<file path="config.mk">
export PLATFORM = sky130hd
export DESIGN_NAME = cs_sub32_serial
export DESIGN_NICKNAME = d
export VERILOG_FILES = /design/src/rtl/cs_sub32_serial.sv
export SDC_FILE = /design/constraint.sdc
export NUM_CORES = 1
export LEC_CHECK = 0
export ABC_CLOCK_PERIOD_IN_PS = 5170
export CAP_MARGIN = 20
export CORE_ASPECT_RATIO = 0.8
export CORE_MARGIN = 10
export CORE_UTILIZATION = 50
export DETAILED_ROUTE_END_ITERATION = 10
export PLACE_DENSITY_LB_ADDON = 0.2
export SYNTH_ARGS = -nofsm -noshare
export SYNTH_HDL_FRONTEND = slang
export SYNTH_SLANG_ARGS = --single-unit
</file>
<file path="constraint.sdc">
create_clock -name clk -period 5.17 [get_ports clk]
set_input_delay 1.034 -clock clk [delete_from_list [all_inputs] [get_ports clk]]
set_output_delay 1.034 -clock clk [all_outputs]
set_load 0.02 [all_outputs]
</file>
<file path="src/rtl/cs_sub32_serial.sv">
// cs_sub32_serial: digit-serial n-bit subtractor d = a - b - bin, m bits per cycle, LSB first.
// Each digit is a carry-select slice; the registered carry picks the precomputed sum.
module cs_sub32_serial #(
    parameter int n = 32,
    parameter int m = 4
) (
    input  logic         clk,
    input  logic         rst,
    input  logic         in_valid,
    output logic         in_ready,
    input  logic [n-1:0] a,
    input  logic [n-1:0] b,
    input  logic         bin,
    output logic         out_valid,
    input  logic         out_ready,
    output logic [n-1:0] d,
    output logic         bout,
    output logic         z,
    output logic         v
);
    localparam int STEPS = n / m;
    localparam int KW = (STEPS > 1) ? $clog2(STEPS) : 1;
    localparam logic [KW-1:0] LAST = KW'(STEPS - 1);

    typedef enum logic [1:0] {IDLE, RUN, DONE} state_t;

    state_t          r_state;
    logic [n-1:0]    r_a;
    logic [n-1:0]    r_b;
    logic [n-1:0]    r_d;
    logic [KW-1:0]   r_k;
    logic            r_carry;
    logic            r_bout;
    logic            r_z;
    logic            r_v;
    logic            r_out_valid;

    logic [m-1:0]    w_a_dig;
    logic [m-1:0]    w_b_dig;
    logic [m:0]      w_s0;
    logic [m:0]      w_s1;
    logic [m:0]      w_sel;
    logic [n-1:0]    w_d_next;

    // Subtraction as a + ~b + carry, with the carry initialised to ~bin.
    always_comb begin
        w_a_dig  = r_a[r_k*m +: m];
        w_b_dig  = r_b[r_k*m +: m];
        w_s0     = {1'b0, w_a_dig} + {1'b0, ~w_b_dig};
        w_s1     = {1'b0, w_a_dig} + {1'b0, ~w_b_dig} + (m+1)'(1);
        w_sel    = r_carry ? w_s1 : w_s0;
        w_d_next = r_d;
        w_d_next[r_k*m +: m] = w_sel[m-1:0];
    end

    always_ff @(posedge clk or posedge rst) begin
        if (rst) begin
            r_state     <= IDLE;
            r_a         <= '0;
            r_b         <= '0;
            r_d         <= '0;
            r_k         <= '0;
            r_carry     <= 1'b0;
            r_bout      <= 1'b0;
            r_z         <= 1'b0;
            r_v         <= 1'b0;
            r_out_valid <= 1'b0;
        end else begin
            case (r_state)
                IDLE: if (in_valid) begin
                    r_a     <= a;
                    r_b     <= b;
                    r_carry <= ~bin;
                    r_k     <= '0;
                    r_state <= RUN;
                end
                RUN: begin
                    r_d     <= w_d_next;
                    r_carry <= w_sel[m];
                    if (r_k == LAST) begin
                        r_bout      <= ~w_sel[m];
                        r_z         <= ~|w_d_next;
                        r_v         <= (r_a[n-1] ^ r_b[n-1]) & (w_d_next[n-1] ^ r_a[n-1]);
                        r_out_valid <= 1'b1;
                        r_state     <= DONE;
                    end else begin
                        r_k <= r_k + 1'b1;
                    end
                end
                DONE: if (out_ready) begin
                    r_out_valid <= 1'b0;
                    r_state     <= IDLE;
                end
                default: r_state <= IDLE;
            endcase
        end
    end

    assign in_ready  = (r_state == IDLE);
    assign out_valid = r_out_valid;
    assign d         = r_d;
    assign bout      = r_bout;
    assign z         = r_z;
    assign v         = r_v;
endmodule

</file>
# Word-level counts from Yosys, hierarchy flattened
# Index checks and enable logic that the tools add are counted.
[word_totals]
ff_bits = 106
in_bits = 69
output_inout_bits = 37
word_cells = 56
[classes]
addsub = 4
eq_ne = 7
shifts = 4
n_mux = 14
n_bitwise = 6
n_reduce_logical = 11
[op_table]
columns = ["operator", "count"]
rows = [
  ["$shiftx 32x6->4", 2],
  ["$neg 5->34", 1],
  ["$shift 4x34->32 const A", 1],
  ["$shiftx 4x34->32", 1],
  ["$bwmux 32", 1],
  ["$reduce_or 32->1", 1],
  ["$reduce_and 3->1", 3],
  ["$ne 2x2->1 const B", 4],
  ["$mux 2", 3],
  ["$mux 3", 2],
  ["$pmux 2 s3", 1],
  ["$pmux 3 s2", 1],
  ["$reduce_and 2->1", 3],
  ["$add 4x4->5", 1],
  ["$add 5x1->5 const B", 1],
  ["$mux 5", 1],
  ["$not 4->4", 1],
  ["$pmux 1 s2", 2],
  ["$reduce_bool 2->1", 2],
  ["$add 3x1->3 const B", 1],
  ["$eq 3x3->1 const B", 1],
  ["$mux 1", 3],
  ["$eq 2x1->1 const B", 1],
  ["$eq 2x2->1 const B", 1],
  ["5 further kinds", 7],
]

# Longest topological paths before layout
# Gate-level depths: netlist of run 1.
[logic_depth]
ltp_word = 9
mapped_depth = 17
depth_no_buf = 14

# Worst setup path before layout of run 1
# No wires, ideal clock.
[synth_path]
path_type = "flip-flop to flip-flop"
start = "register r_k[0]"
end = "register r_z (netlist: z)"
setup_ps = 76
t_arrival_ps = 3824
t_required_ps = 5094
setup_slack_ps = 1270
path_stages_with_launch = 16
path_buffers = 3
synth_period_minus_slack_ps = 3900
cell_sequence = "dfrtp_1 -> buf_6 -> buf_2 -> buf_2 -> mux4_2 -> mux2i_1 -> ha_1 -> inv_1 -> fa_1 -> inv_1 -> ha_1 -> a21oi_1 -> nor3_1 -> a2111oi_1 -> nand4_1 -> o21ai_1"
[synth_via]
elab_chain_cells = 9
word_cells_on_any_way = 14
classes_between = "add/sub (3); eq/ne (1); shift (4); mux (2); bitwise (1); reduce/logical (3)"
[synth_lines]
columns = ["element", "line", "text"]
rows = [
  ["start: declaration", "31", "logic [KW-1:0] r_k;"],
  ["start signal: assignment", "87", "r_k <= r_k + 1'b1;"],
  ["$shiftx 32x6->4", "48", "w_b_dig = r_b[r_k*m +: m];"],
  ["$not 4->4", "49, 50", ""],
  ["$add 4x4->5", "49, 50", ""],
  ["$add 5x1->5", "50", "w_s1 = {1'b0, w_a_dig} + {1'b0, ~w_b_dig} + (m+1)'(1);"],
  ["$mux 5", "51", "w_sel = r_carry ? w_s1 : w_s0;"],
  ["$shiftx 4x34->32", "53", "w_d_next[r_k*m +: m] = w_sel[m-1:0];"],
  ["$bwmux 32", "53", ""],
  ["$reduce_or 32->1", "82", "r_z <= ~|w_d_next;"],
  ["$logic_not 1->1", "82", ""],
  ["end signal: assignment", "82", ""],
  ["end: declaration", "34", "logic r_z;"],
]
# Parallel ways exist; a longest one is shown, timed or not.
# A chain may end at the register's enable or synchronous reset.

# Worst setup path in the final report of run 1
[layout_path]
start = "register r_k[1]"
end = "register r_z (netlist: z)"
# The elaborated chain is that of the path after synthesis.

==> results.sh, run 1 <==
export IMPL_status="finished, final reports clean"
export IMPL_vias=3867
export IMPL_m1WireLength_um=6450
export IMPL_cts_sinks=106
export IMPL_rrSetupSlack_ns=0.95
export IMPL_grt_overflow=0
export IMPL_synthCells=440
export IMPL_final_antenna_net_count=0
export IMPL_vias_per_cell=5.63
export IMPL_highest_signal_layer="met4"
export IMPL_area_growth_pct=27.4
export IMPL_synth_flop_cell="dfrtp_1"
export IMPL_clockRootBuffer="clkbuf_16"
export IMPL_hold_class="flop to flop"
export IMPL_synth_cell_types=62
export IMPL_met3WireLength_um=1070
export IMPL_core_area_mm2=0.0104
export IMPL_die_w_um=136
export IMPL_rsz0062_at_grt="no"
export IMPL_hold_depth=2
export IMPL_fmax_ghz=0.237
export IMPL_cts_hold_buf=0
export IMPL_synth_most_common_cell="dfrtp_1"
export IMPL_grt_pass1_vias=4113
export IMPL_hold_violations=0
export IMPL_r2r_start="r_k[1]"
export IMPL_wirelength_um=13800
export IMPL_yosysTopAreaCell="dfrtp_1"
export IMPL_swShare_pct=44.3
export IMPL_end_kind="flop"
export IMPL_io_buffer_count=105
export IMPL_p_comb_share_pct=58.9
export IMPL_slowest_stage="dfrtp_1"
export IMPL_post_place_ws_ns=1.04
export IMPL_path_depth=12
export IMPL_dr_pass1_iters=4
export IMPL_worstPathMaxFanout=17
export IMPL_drive_above_1_share_pct=24.9
export IMPL_fin_crit_sh_pct=81.6
export IMPL_synth_edf_count=0
export IMPL_timing_setup_tns_ns=0
export IMPL_drc=0
export IMPL_antenna_found_initial=0
export IMPL_setup_viol=0
export IMPL_yosysWarningCount=0
export IMPL_p_int_mw=2.95
export IMPL_num_rows=33
export IMPL_cts_made_buffers=9
export IMPL_ir_worst_vdd_mv=0.412
export IMPL_syn_area_mm2=0.00540
export IMPL_fin_ws_ns=0.954
export IMPL_post_drt_wl_per_cell_um=20.1
export IMPL_power_density_mw_per_mm2=769
export IMPL_timing_rr_end="z"
export IMPL_cp_required_ns=5.44
export IMPL_dpl_hpwl_um=10400
export IMPL_synthArstFlopShare_pct=100
export IMPL_die_area_mm2=0.0154
export IMPL_maxSlewViolCount=0
export IMPL_yosys_top_cells_count="dfrtp_1, mux2_2, nand2_1"
export IMPL_track_usage_pct=18.3
export IMPL_min_from="bout"
export IMPL_hold_end="bout"
export IMPL_cts_tree="yes"
export IMPL_path_buf_inv=2
export IMPL_clkTransAtPathRegs_ns=0.07
export IMPL_power_switching_mw=2.34
export IMPL_worstSetupPathType="flop to flop"
export IMPL_fin_skew_ns=0.0110
export IMPL_cpPeakStageDelay_ns=0.85
export IMPL_start_kind="flop"
export IMPL_clk_path_buf_depth=2
export IMPL_p_clk_share_pct=12.5
export IMPL_path_cells="buf_4 > mux4_2 > nand2_1 > and2_1 > fa_1 > inv_1 > ha_1 > a21oi_1 > nor3_1 > a2111oi_1 > nand4_1 > o21ai_1"
export IMPL_cts_resized=0
export IMPL_start_util_pct=51.9
export IMPL_grt_first_pass_wirelength_um=22400
export IMPL_cap_viol_max_count=0
export IMPL_synth_top_cell_area_share_pct=49.2
export IMPL_cts_max_level=3
export IMPL_min_period_ns=4.22
export IMPL_p_leak_nw=2.89
export IMPL_cp_top_family="compound AO/OA/AOI/OAI gates"
export IMPL_seq_power_share_pct=28.6
export IMPL_worst_pin_slew_ns=1.01
export IMPL_ys_ff_latch=106
export IMPL_antenna_cells=0
export IMPL_synth_fp_nets=522
export IMPL_crit_arrival_ns=4.49
export IMPL_pin_count=106
export IMPL_seq_area_frac_synth_pct=49.2
export IMPL_grt_max_degree=83
export IMPL_wl_met2_um=6230
export IMPL_die_h_um=113
export IMPL_post_cts_buffers=0
export IMPL_synthTopCellsByArea="dfrtp_1, mux2_2, mux4_2"
export IMPL_gp_congestion=0.899
export IMPL_clk_insertion_delay_late_ns=0.35
export IMPL_drt_initial_drc_count=310
export IMPL_nets=624
export IMPL_maxSlewHeadroom_pct=32.5
export IMPL_synth_avg_cell_area_um2=12.3
export IMPL_reg2regPathDepth=12
cell usage in the layout (no fill, tap or decap), drive strengths merged, types with 6 or more instances in the layout:
master / count
dfrtp: 106
mux2i: 8
mux4: 16
ha: 12
a21oi: 6
nor3: 9
nand2: 45
clkbuf: 11
nor2: 27
nor2b: 6
mux2: 83
inv: 18
clkdlybuf4s50: 105
o21ai: 22
worst reg2reg max path: stages (launching register included):
cell       delay (ns)
dfrtp_1          0.85
buf_4            0.33
mux4_2           0.51
nand2_1          0.08
and2_1           0.17
fa_1             0.44
inv_1            0.08
ha_1             0.22
a21oi_1          0.57
nor3_1           0.10
a2111oi_1        0.48
nand4_1          0.15
o21ai_1          0.15
flip-flops by register name (all words and copies together) (netlist names), 2 cells and up:
signal and cells:
r_k 3, r_a 32, r_state 2, r_b 32
d 32
layout make-up:
class | count | area (µm²)
multi-input combinational | 298 | 2580
tap | 140 | 175
inverter | 17 | 66.3
fill | 829 | 3530
clock buffer | 11 | 253
timing repair buffer | 110 | 1110
clock inverter | 5 | 37.5
sequential | 106 | 2650
worst max-delay path by stage:
stage / start / end / slack [ns]
after floorplan: r_k[0] / z / 1.27
final: r_k[1] / z / 0.95
after CTS: r_k[1] / z / 1.02
after global placement: r_k[1] / z / 1.19
after global routing: r_k[1] / z / 0.59
after detailed placement: r_k[1] / z / 1.04
metrics by stage:
step	cell area [µm²]	std cells	util (%)	total power, mW	hold WS, ns
after global placement	6560	670	63.0	4.51	0.480
after CTS	6850	686	65.8	5.27	0.502
after detailed placement	6560	670	63.0	4.58	0.487
after floorplan	5400	440	-	3.64	0.475
after global routing	6870	687	66.1	5.66	0.521
final	6870	687	66.1	5.29	0.496
metal layers:
layer	up-vias	track usage (%)
li1	1804	-
met1	1932	25.2
met2	126	27.3
met3	5	6.23
met4	0	4.32
met5	-	0
cells by family after synthesis:
logic type	after synthesis	share of synthesized area, %
AOI/OAI and AO/OA	58	7.19
xor gates and xnor gates	5	1.23
adders and majority gates	13	3.15
buffers and inverters	36	3.04
DFF	106	49.2
muxes	107	25.5
and+or+nand+nor	115	10.7
power groups by stage:
stage | Sequential, mW | Combinational (mW) | Clock, mW
floorplan | 1.50 | 2.14 | 0
global placement | 1.51 | 3.00 | 0
detailed placement | 1.52 | 3.06 | 0
CTS | 1.51 | 3.08 | 0.679
global route | 1.57 | 3.38 | 0.712
finish | 1.51 | 3.11 | 0.661
(Power assumes the default switching activity.)
==> inputs of run 2 (changes only) <==
--- a/config.mk
+++ b/config.mk
@@ -5,7 +5,7 @@
 export SDC_FILE = /design/constraint.sdc
 export NUM_CORES = 1
 export LEC_CHECK = 0
-export ABC_CLOCK_PERIOD_IN_PS = 5170
+export ABC_CLOCK_PERIOD_IN_PS = 4400
 export CAP_MARGIN = 20
 export CORE_ASPECT_RATIO = 0.8
 export CORE_MARGIN = 10
==> constraint.sdc (replaced) <==
create_clock -name clk -period 4.4 [get_ports clk]
set_input_delay 0.88 -clock clk [delete_from_list [all_inputs] [get_ports clk]]
set_output_delay 0.88 -clock clk [all_outputs]
set_load 0.02 [all_outputs]
==> run 2 against run 1 <==
Against the previous run: via count up 0.78%; die area is the same; clock-buffer cell count decreased by 2; setup slack worse by 0.26 ns; fmax is 14% higher; sequential share of layout area is 0.25 points lower; power is 20% higher; design area grew 0.66%; first-iteration DRC count down 23%; utilization grew 0.43 points; critical path type unchanged.
==> results.sh, run 2 (same netlist as run 1, synthesis figures left out) <==
export IMPL_grt_pass1_vias=4201
export IMPL_crit_arrival_ns=3.99
export IMPL_post_drt_wl_per_cell_um=20.2
export IMPL_core_area_mm2=0.0104
export IMPL_clockRootBuffer="clkbuf_16"
export IMPL_p_int_mw=3.57
export IMPL_grt_max_degree=68
export IMPL_clkTransAtPathRegs_ns=0.08
export IMPL_status="finished, final reports clean"
export IMPL_final_antenna_net_count=0
export IMPL_slowest_stage="dfrtp_2"
export IMPL_start_kind="flop"
export IMPL_track_usage_pct=18.8
export IMPL_wirelength_um=13900
export IMPL_p_comb_share_pct=58.7
export IMPL_min_period_ns=3.71
export IMPL_gp_congestion=0.934
export IMPL_fin_skew_ns=0.0114
export IMPL_vias_per_cell=5.65
export IMPL_drt_initial_drc_count=240
export IMPL_drive_above_1_share_pct=25.3
export IMPL_worstPathMaxFanout=15
export IMPL_cts_max_level=3
export IMPL_area_growth_pct=28.2
export IMPL_multiInputGateArea_mm2=0.00258
export IMPL_cts_resized=0
export IMPL_antenna_cells=0
export IMPL_path_cells="mux4_2 > nand2_1 > nand2_1 > ha_1 > inv_1 > fa_1 > inv_1 > ha_1 > nand2_1 > xnor2_1 > a31oi_1 > nor4_1 > nand4_1 > o21ai_1"
export IMPL_cpPeakStageDelay_ns=0.66
export IMPL_fmax_ghz=0.270
export IMPL_worst_pin_slew_ns=0.861
export IMPL_antenna_found_initial=0
export IMPL_timing_setup_tns_ns=0
export IMPL_finalPower_mw=6.34
export IMPL_seq_power_share_pct=27.8
export IMPL_cts_made_buffers=9
export IMPL_cts_sinks=106
export IMPL_maxSlewViolCount=0
export IMPL_stdcell_area_mm2=0.00692
export IMPL_post_cts_buffers=0
export IMPL_swShare_pct=43.6
export IMPL_cts_hold_buf=0
export IMPL_io_buffer_count=105
export IMPL_cp_required_ns=4.68
export IMPL_cap_viol_max_count=0
export IMPL_clk_path_buf_depth=2
export IMPL_fin_crit_sh_pct=84.3
export IMPL_maxSlewHeadroom_pct=42.6
export IMPL_worstSetupPathType="flop to flop"
export IMPL_start_util_pct=51.9
export IMPL_layout_common_cells="dfrtp_1, clkdlybuf4s50_1, mux2_2, nand2_1, nor2_1"
export IMPL_dr_pass1_iters=4
export IMPL_grt_first_pass_wirelength_um=23000
export IMPL_drc=0
export IMPL_hold_violations=0
export IMPL_pin_count=106
export IMPL_seqCellArea_mm2=0.00265
export IMPL_clk_insertion_delay_late_ns=0.35
export IMPL_p_clk_share_pct=13.5
export IMPL_grt_overflow=0
export IMPL_end_kind="flop"
export IMPL_nets=627
export IMPL_rsz0062_at_grt="no"
export IMPL_die_w_um=136
export IMPL_die_area_mm2=0.0154
export IMPL_ir_worst_vdd_mv=0.758
export IMPL_num_rows=33
export IMPL_cts_tree="yes"
export IMPL_power_density_mw_per_mm2=916
export IMPL_p_leak_nw=2.92
export IMPL_power_switching_mw=2.77
export IMPL_setup_viol=0
export IMPL_fillers=813
export IMPL_hold_class="flop to flop"
export IMPL_vias=3897
export IMPL_crit_top_cell="nand2_1"
export IMPL_placed_cell_area_mm2=0.00660
export IMPL_dpl_hpwl_um=10600
export IMPL_die_h_um=113
## run 2: cell types whose count changed in the layout (fill, tap and decap cells not counted)
cell | before | now
buf_12 | 0 | 1
buf_16 | 1 | 0
buf_4 | 4 | 7
bufinv_16 | 0 | 1
clkbuf_8 | 2 | 0
clkinv_2 | 1 | 0
clkinv_8 | 0 | 1
clkinvlp_4 | 2 | 0
inv_6 | 1 | 2
inv_8 | 0 | 2
## run 2: final cells by class
type                       instances  share of cell area (%)
timing repair buffer             113                    16.2
inverter                          17                   0.958
clock inverter                     7                    1.37
clock buffer                       9                    3.25
multi-input combinational        298                    37.3
tap                              140                    2.53
sequential                       106                    38.4
## run 2: through the flow
| step | worst slack (ns) | hold slack [ns] | cells | utilization, % |
|---|---|---|---|---|
| 4_1_cts | 0.669 | 0.509 | 690 | 66.5 |
| 2_1_floorplan | 0.500 | 0.475 | 440 | - |
| 3_3_place_gp | 0.803 | 0.483 | 674 | 63.4 |
| 6_report | 0.691 | 0.507 | 690 | 66.5 |
| 3_5_place_dp | 0.712 | 0.493 | 674 | 63.4 |
| 5_1_grt | 0.385 | 0.516 | 690 | 66.5 |
## run 2: path summary, 6_finish.rpt
check,end,cells after the start,slack [ns],startpoint
setup / recovery,z,14,0.69,r_k[0]
hold / removal,z,2,0.51,z
setup reg to reg,z,14,0.69,r_k[0]
hold reg to reg,z,2,0.51,z
max in group asynchronous,r_k[0],3,2.52,rst
min in group asynchronous,d[4],2,1.05,rst
## run 2: power groups by stage
| stage | combinational [mW] | clock (mW) | sequential, mW |
|---|---|---|---|
| after floorplan | 2.51 | 0 | 1.77 |
| after global placement | 3.61 | 0 | 1.76 |
| after detailed placement | 3.69 | 0 | 1.78 |
| after CTS | 3.71 | 0.875 | 1.77 |
| after global routing | 4.05 | 0.912 | 1.83 |
| final | 3.72 | 0.853 | 1.76 |
## run 2: routing by layer
metal | vias up | routed length (µm) | track usage [%]
li1 | 1816 | - | -
met1 | 1962 | 6580 | 26.5
met2 | 109 | 6310 | 28.1
met3 | 10 | 943 | 5.84
met4 | 0 | 105 | 3.61
met5 | - | 0 | 0
## run 2: worst max-delay path: cells and delay by family (launching register included)
family	cells	cell delay (ns)
DFF	1	0.66
muxes	1	0.56
buffers and inverters	2	0.15
and+or+nand+nor	5	0.65
xor gates and xnor gates	1	0.54
adders and majority gates	3	0.79
AOI/OAI and AO/OA	2	0.29
==> inputs of run 3 (changes only) <==
--- a/config.mk
+++ b/config.mk
@@ -5,11 +5,11 @@
 export SDC_FILE = /design/constraint.sdc
 export NUM_CORES = 1
 export LEC_CHECK = 0
-export ABC_CLOCK_PERIOD_IN_PS = 4400
+export ABC_CLOCK_PERIOD_IN_PS = 3300
 export CAP_MARGIN = 20
 export CORE_ASPECT_RATIO = 0.8
 export CORE_MARGIN = 10
-export CORE_UTILIZATION = 50
+export CORE_UTILIZATION = 47
 export DETAILED_ROUTE_END_ITERATION = 10
 export PLACE_DENSITY_LB_ADDON = 0.2
 export SYNTH_ARGS = -nofsm -noshare
==> constraint.sdc (replaced) <==
create_clock -name clk -period 3.3 [get_ports clk]
set_input_delay 0.66 -clock clk [delete_from_list [all_inputs] [get_ports clk]]
set_output_delay 0.66 -clock clk [all_outputs]
set_load 0.02 [all_outputs]
==> run 3 against run 2 <==
Against the previous run: routed wire length increased by 0.97%; critical path depth decreased by 1; the flow now finishes with violations (negative setup slack); hold slack got worse by 0.0097 ns; register-to-register slack got worse by 0.82 ns; die area increased by 5.3%; utilization decreased by 1.5 points.
==> results.sh, run 3 (same netlist as run 1, synthesis figures left out) <==
export IMPL_clk_insertion_delay_late_ns=0.35
export IMPL_layoutNonFillerInstCount=714
export IMPL_m1WireLength_um=6620
export IMPL_setup_viol=1
export IMPL_die_w_um=140
export IMPL_cap_viol_max_count=0
export IMPL_seqCellArea_mm2=0.00266
export IMPL_drive_above_1_share_pct=31.1
export IMPL_clockRootBuffer="clkbuf_16"
export IMPL_wl_met2_um=6260
export IMPL_grt_overflow=0
export IMPL_fin_skew_ns=0.0104
export IMPL_io_buffer_count=105
export IMPL_die_area_mm2=0.0162
export IMPL_gp_congestion=0.930
export IMPL_worstSetupPathType="flop to flop"
export IMPL_final_common_cell="clkdlybuf4s50_1"
export IMPL_violations="negative setup slack"
export IMPL_antenna_found_initial=0
export IMPL_post_drt_wl_per_cell_um=19.7
export IMPL_crit_top_cell="inv_2"
export IMPL_fillers=849
export IMPL_area_growth_pct=33.3
export IMPL_maxSlewViolCount=0
export IMPL_final_antenna_net_count=0
export IMPL_grt_max_degree=107
export IMPL_core_area_mm2=0.0111
export IMPL_track_usage_pct=17.4
export IMPL_vias_per_cell=5.50
export IMPL_cts_tree="yes"
export IMPL_pin_count=106
export IMPL_grt_first_pass_wirelength_um=22700
export IMPL_hold_violations=0
export IMPL_wirelength_um=14100
export IMPL_dpl_hpwl_um=10600
export IMPL_cts_max_level=3
export IMPL_path_cells="mux4_2 > mux2i_2 > ha_2 > inv_2 > fa_2 > inv_2 > ha_4 > a21oi_4 > buf_6 > a31oi_4 > nor4_2 > nand4_1 > o21ai_1"
export IMPL_hold_class="flop to flop"
export IMPL_cts_hold_buf=0
export IMPL_worstPathMaxFanout=7
export IMPL_min_from="bout"
export IMPL_grt_pass1_vias=4217
export IMPL_end_kind="flop"
export IMPL_cts_sinks=106
export IMPL_fmax_ghz=0.292
export IMPL_drc=0
export IMPL_min_period_ns=3.43
export IMPL_start_kind="flop"
export IMPL_clkTransAtPathRegs_ns=0.08
export IMPL_post_place_cells=690
export IMPL_post_place_ws_ns=-0.0630
export IMPL_die_h_um=116
export IMPL_dr_pass1_iters=4
export IMPL_rsz0062_at_grt="yes"
export IMPL_vias=3928
export IMPL_cp_required_ns=3.58
export IMPL_timing_setup_tns_ns=-0.128
export IMPL_cpPeakStageDelay_ns=0.55
export IMPL_fin_ws_ns=-0.128
export IMPL_maxSlewHeadroom_pct=60.2
export IMPL_critPathLaunch="r_k[0]"
export IMPL_start_util_pct=48.8
export IMPL_worst_pin_slew_ns=0.594
export IMPL_status="complete, but fails checks"
export IMPL_layout_common_cells="clkdlybuf4s50_1, dfrtp_1, mux2_2, nand2_1, nor2_1"
export IMPL_crit_arrival_ns=3.70
export IMPL_cts_made_buffers=9
export IMPL_r2r_start="r_k[0]"
export IMPL_met3WireLength_um=1010
export IMPL_nets=647
export IMPL_slowest_stage="fa_2"
export IMPL_multiInputGateArea_mm2=0.00269
export IMPL_num_rows=34
export IMPL_drt_initial_drc_count=181
export IMPL_fin_util_pct=65.0
export IMPL_clk_path_buf_depth=2
export IMPL_fin_crit_sh_pct=104
export IMPL_antenna_cells=0
export IMPL_highest_signal_layer="met4"
==> run 3: through the flow <==
step	hold WS [ns]	area [µm²]
2_1_floorplan	0.475	5460
3_3_place_gp	0.480	6740
3_5_place_dp	0.488	6740
4_1_cts	0.504	7120
5_1_grt	0.521	7190
6_report	0.497	7190
==> run 3: per-layer routing <==
layer  vias up  global-route usage (%)
li1       1845                       -
met1      1947                    23.6
met2       121                    26.5
met3        15                    5.60
met4         0                    4.53
met5         -                       0
==> run 3: worst paths after layout <==
kind,end,slack [ns],cells after the start
max,z,-0.13,13
min reg2reg,bout,0.50,2
max reg2reg,z,-0.13,13
min in group asynchronous,d[11],0.81,3
max in group asynchronous,r_k[0],2.04,3
min,bout,0.50,2
==> run 3: final cells by class <==
cell class,instances,share of cell area [%]
inverters,17,0.939
multi-input cells,298,37.4
well taps,144,2.50
clock inverters,7,1.20
repair buffers,133,17.9
clock buffers,9,3.13
flip-flops and latches,106,36.9
==> run 3: what timing repair did <==
action                                  CTS  global route
endpoints found under the setup margin    1            14
setup buffers                             5             4
pin swaps                                 6             8
resized for setup                         5            11
==> run 3: critical path: cells and delay by family, from the launching register on <==
| family | cells | cell delay, ns |
|---|---|---|
| adder cells (fa/ha/maj) | 3 | 0.99 |
| multiplexers | 2 | 0.75 |
| flip-flops | 1 | 0.49 |
| AND/OR/NAND/NOR | 2 | 0.49 |
| AO/OA/AOI/OAI | 3 | 0.41 |
| buffers and inverters | 3 | 0.23 |
Power of run 3 is left out: the tool's default activity adds up to more than one toggle a clock period on the data nets, which glitch-free logic cannot reach.
==> patch 1: new RTL, config.mk and constraints of run 2 <==
Change the parameter `m` from 4 to 8.
--- a/src/rtl/cs_sub32_serial.sv
+++ b/src/rtl/cs_sub32_serial.sv
@@ -2,7 +2,7 @@
 // Each digit is a carry-select slice; the registered carry picks the precomputed sum.
 module cs_sub32_serial #(
     parameter int n = 32,
-    parameter int m = 4
+    parameter int m = 8
 ) (
     input  logic         clk,
     input  logic         rst,
Check against the original RTL: not equivalent (Yosys sat finds a counterexample within 4 cycles, from zero or initial values and one cycle with rst high).
==> patch 1 against run 2 <==
- cell count is 1.2% lower
- sequential cell count is 1 lower
- wire length is 6.1% lower
- area after synthesis is 4.0% lower
- setup slack worse by 0.16 ns
- count of clock-buffer cells in the layout is 2 higher
- clock skew is 0.0026 ns lower
- critical endpoint is now v
- design area is 2.5% lower
Power is left out: the tool's default activity adds up to more than one toggle a clock period on the data nets, which glitch-free logic cannot reach.
==> patch 1: results (changes against run 2) <==
status complete, no violations; Initial DRC Count 260 (+8.3%); Global Route met3 Usage 5.57% (-0.26 points); total track usage 18.0% (-0.85 points); Mean Syn Cell Area 12.1 sq um (-1.5%); Place WS 0.563 ns (-0.149 ns); placed insts 666 (-1.2%); Syn Nets 514 (-1.5%); Synth Area in Adders 4.01% (+0.85 points); Vias/cell 5.65 (about the same); first-pass GRT wire length 21600 um (-5.8%); Largest delay share family, worst path compound AO/OA/AOI/OAI gates; most frequent cells after synthesis dfrtp_1, mux2_2, nand2_1, o21ai_0, inv_1; M2 GR Usage 28.8% (+0.69 points); Reg2Reg Depth 12 (-2); routed wl met3 848 um (-10%); vias in the first global route 4220 (+0.45%); Synth area leaders dfrtp_1, mux2_2, mux4_2; max incr delay on CP 0.64 ns (-0.02 ns); DRT Pass-1 Iters 5 (+1); WL met2 6240 um (-1.0%); largest net degree at the start of global routing 56 (-18%); # nets final 622 (-0.80%); Filler cells 782 (-3.8%); met1 GRT Util 22.7% (-3.8 points); skew final 0.00883 ns (-0.00256 ns); ratio of cells with drive above 1 in the final layout 21.0% (-4.2 points); DR WL/cell 19.2 um (-5.0%); routability cong. 0.914 (-2.1%); wire length on met1 5810 um (-12%); HPWL Detailed 9980 um (-6.1%); Synth Area in Compound Gates 9.83% (+2.6 points); Non-Filler Instances 682 (-1.2%)
-- patch 1: changes by cell type after synthesis, moves of 7 or more --
cell / change
nor2_1: -9
xnor2_1: +7
a21oi_1: +11
clkbuf_1: +9
mux2i_1: -7
buf_2: -14
mux2_2: -20
o21ai_0: +14
-- patch 1: worst min-delay path: stages (launching register included) --
cell	delay (ns)
dfrtp_1	0.34
nand2_1	0.05
o21ai_0	0.06
-- patch 1: final timing paths --
path	start	end	slack, ns
worst max-delay path	r_k[0]	v	0.53
worst min-delay path	bout	bout	0.48
worst max register to register	r_k[0]	v	0.53
worst min register to register	bout	bout	0.48
max in group asynchronous	rst	r_b[6]	2.71
min in group asynchronous	rst	r_carry	0.98
-- patch 1: cell type report --
cell class              count  area, sq um  share of cell area [%]
multi-input cells         288         2420                    35.8
clock inverters             5         85.1                    1.26
well taps                 140          175                    2.60
repair buffers            112         1120                    16.5
flip-flops and latches    105         2630                    39.0
clock buffers              11          243                    3.60
inverters                  21         81.3                    1.21
==> patch 2: new RTL, settings of run 2 <==
Made on the original files. Re-encode `state_t` (3 states) as one-hot, 3 bits wide.
--- a/src/rtl/cs_sub32_serial.sv
+++ b/src/rtl/cs_sub32_serial.sv
@@ -22,7 +22,7 @@
     localparam int KW = (STEPS > 1) ? $clog2(STEPS) : 1;
     localparam logic [KW-1:0] LAST = KW'(STEPS - 1);
 
-    typedef enum logic [1:0] {IDLE, RUN, DONE} state_t;
+    typedef enum logic [2:0] {IDLE = 3'b001, RUN = 3'b010, DONE = 3'b100} state_t;
 
     state_t          r_state;
     logic [n-1:0]    r_a;
Behaviour: same outputs for any inputs over 10 cycles, from zero or initial values and one cycle with rst high; not proved beyond that.
==> patch 2 against run 2 <==
- non-clock buffer count did not move
- total power fell by 10%
- global-route usage fell by 1.1 points
- highest routed layer unchanged
- setup slack got worse by 0.26 ns
- core utilization fell by 1.7 points
- cell count did not move
- design area rose by 1.1%
- combinational power fell by 12%
- sequential share of layout area fell by 0.074 points
- largest power group unchanged
- wire length fell by 3.7%
- area after synthesis rose by 2.2%
- sequential power fell by 6%
- sequential cell count rose by 1
==> patch 2: results (changes against run 2) <==
Syn Nets 520 (-0.38%); # nets final 623 (-0.64%); I/O Buffers 105 (unchanged); worst rel slew slack 48.4% (+5.8 points); vias in the first global route 4056 (-3.5%); distinct cell type count after synthesis 62 (unchanged); largest net degree at the start of global routing 92 (+35%); ratio of cells with drive above 1 in the final layout 26.4% (+1.1 points); Vias/cell 5.60 (-0.80%); Max VDD drop 0.000767 V (+1.1%); r2r setup slk 0.43 ns (-0.26 ns); Initial DRC Count 223 (-7.1%); HPWL Detailed 10100 um (-5.2%); CP max FO 17 (+2); Worst EP arrival 4.25 ns (+0.26 ns); Post-CTS Setup Repair Bufs 0 (unchanged); hold crit path type reg2reg; number of diodes 0 (unchanged); most frequent cells after synthesis dfrtp_1, mux2_2, nand2_1, nor2_1, o21ai_0; skew final 0.0125 ns (+0.00115 ns); CP max stage cell dfrtp_1; TritonCTS buffer count 9 (unchanged); Synth area leaders dfrtp_1, mux2_2, mux4_2; DR WL/cell 19.4 um (-3.7%); ys async rst share 100% (unchanged); Largest delay share family, worst path adder cells; register area share after synthesis 48.6% (-0.57 points); status complete, no violations; max incr delay on CP 0.83 ns (+0.17 ns); smallest hold slack 0.504 ns (-0.00269 ns); first-pass GRT wire length 21900 um (-4.8%); leak pwr 2.99 nW (+2.3%); routability cong. 0.976 (+4.5%); total track usage 17.7% (-1.1 points)
[patch 2: where the power goes]
part | switching (mW) | total [mW] | internal, mW
Clock | 0.360 | 0.762 | 0.402
Sequential | 0.288 | 1.66 | 1.37
Combinational | 1.71 | 3.26 | 1.54
[patch 2: kinds of logic after synthesis]
| logic type | Yosys count | synth area share [%] |
|---|---|---|
| simple gates | 111 | 10.6 |
| mux | 110 | 25.6 |
| flops | 107 | 48.6 |
| compound gates | 57 | 7.10 |
| buf+inv | 34 | 3.06 |
| fa+ha+maj | 13 | 3.09 |
| xor+xnor | 6 | 1.88 |
[patch 2: final timing paths]
path                              from      end  cells past startpoint
worst max-delay path            r_k[1]        z                     13
worst min-delay path              d[0]     d[0]                      2
worst max register to register  r_k[1]        z                     13
worst min register to register    d[0]     d[0]                      2
max in group asynchronous          rst  r_a[23]                      4
min in group asynchronous          rst     d[4]                      2
[patch 2: metal layers]
| metal | wire, um | global-route usage [%] |
|---|---|---|
| met1 | 6150 | 24.5 |
| met2 | 6020 | 26.1 |
| met3 | 1130 | 5.89 |
| met4 | 107 | 4.14 |
| met5 | 0 | 0 |
[patch 2: tightest hold or removal path, stage by stage, from the launching register on]
cell and delay (ns):
dfrtp_1 0.36, nand2_1 0.05, o21ai_0 0.06
[patch 2: final cells by class]
type	instances	area [sq um]
Inverter	13	51.3
Multi-Input combinational cell	297	2670
Timing Repair Buffer	113	1140
Sequential cell	107	2680
Clock inverter	5	35.0
Clock buffer	11	243
Tap cell	144	180
Fill cell	842	3810
[patch 2: stage by stage]
stage	cells	cell area, sq um	util (%)	total power, mW	setup slack [ns]
after CTS	689	6970	64.5	5.68	0.471
after global placement	673	6690	61.9	4.77	0.655
after global routing	690	7000	64.8	6.07	0.187
after floorplan	438	5510	-	4.05	0.466
after detailed placement	673	6690	61.9	4.89	0.483
final	690	7000	64.8	5.68	0.434
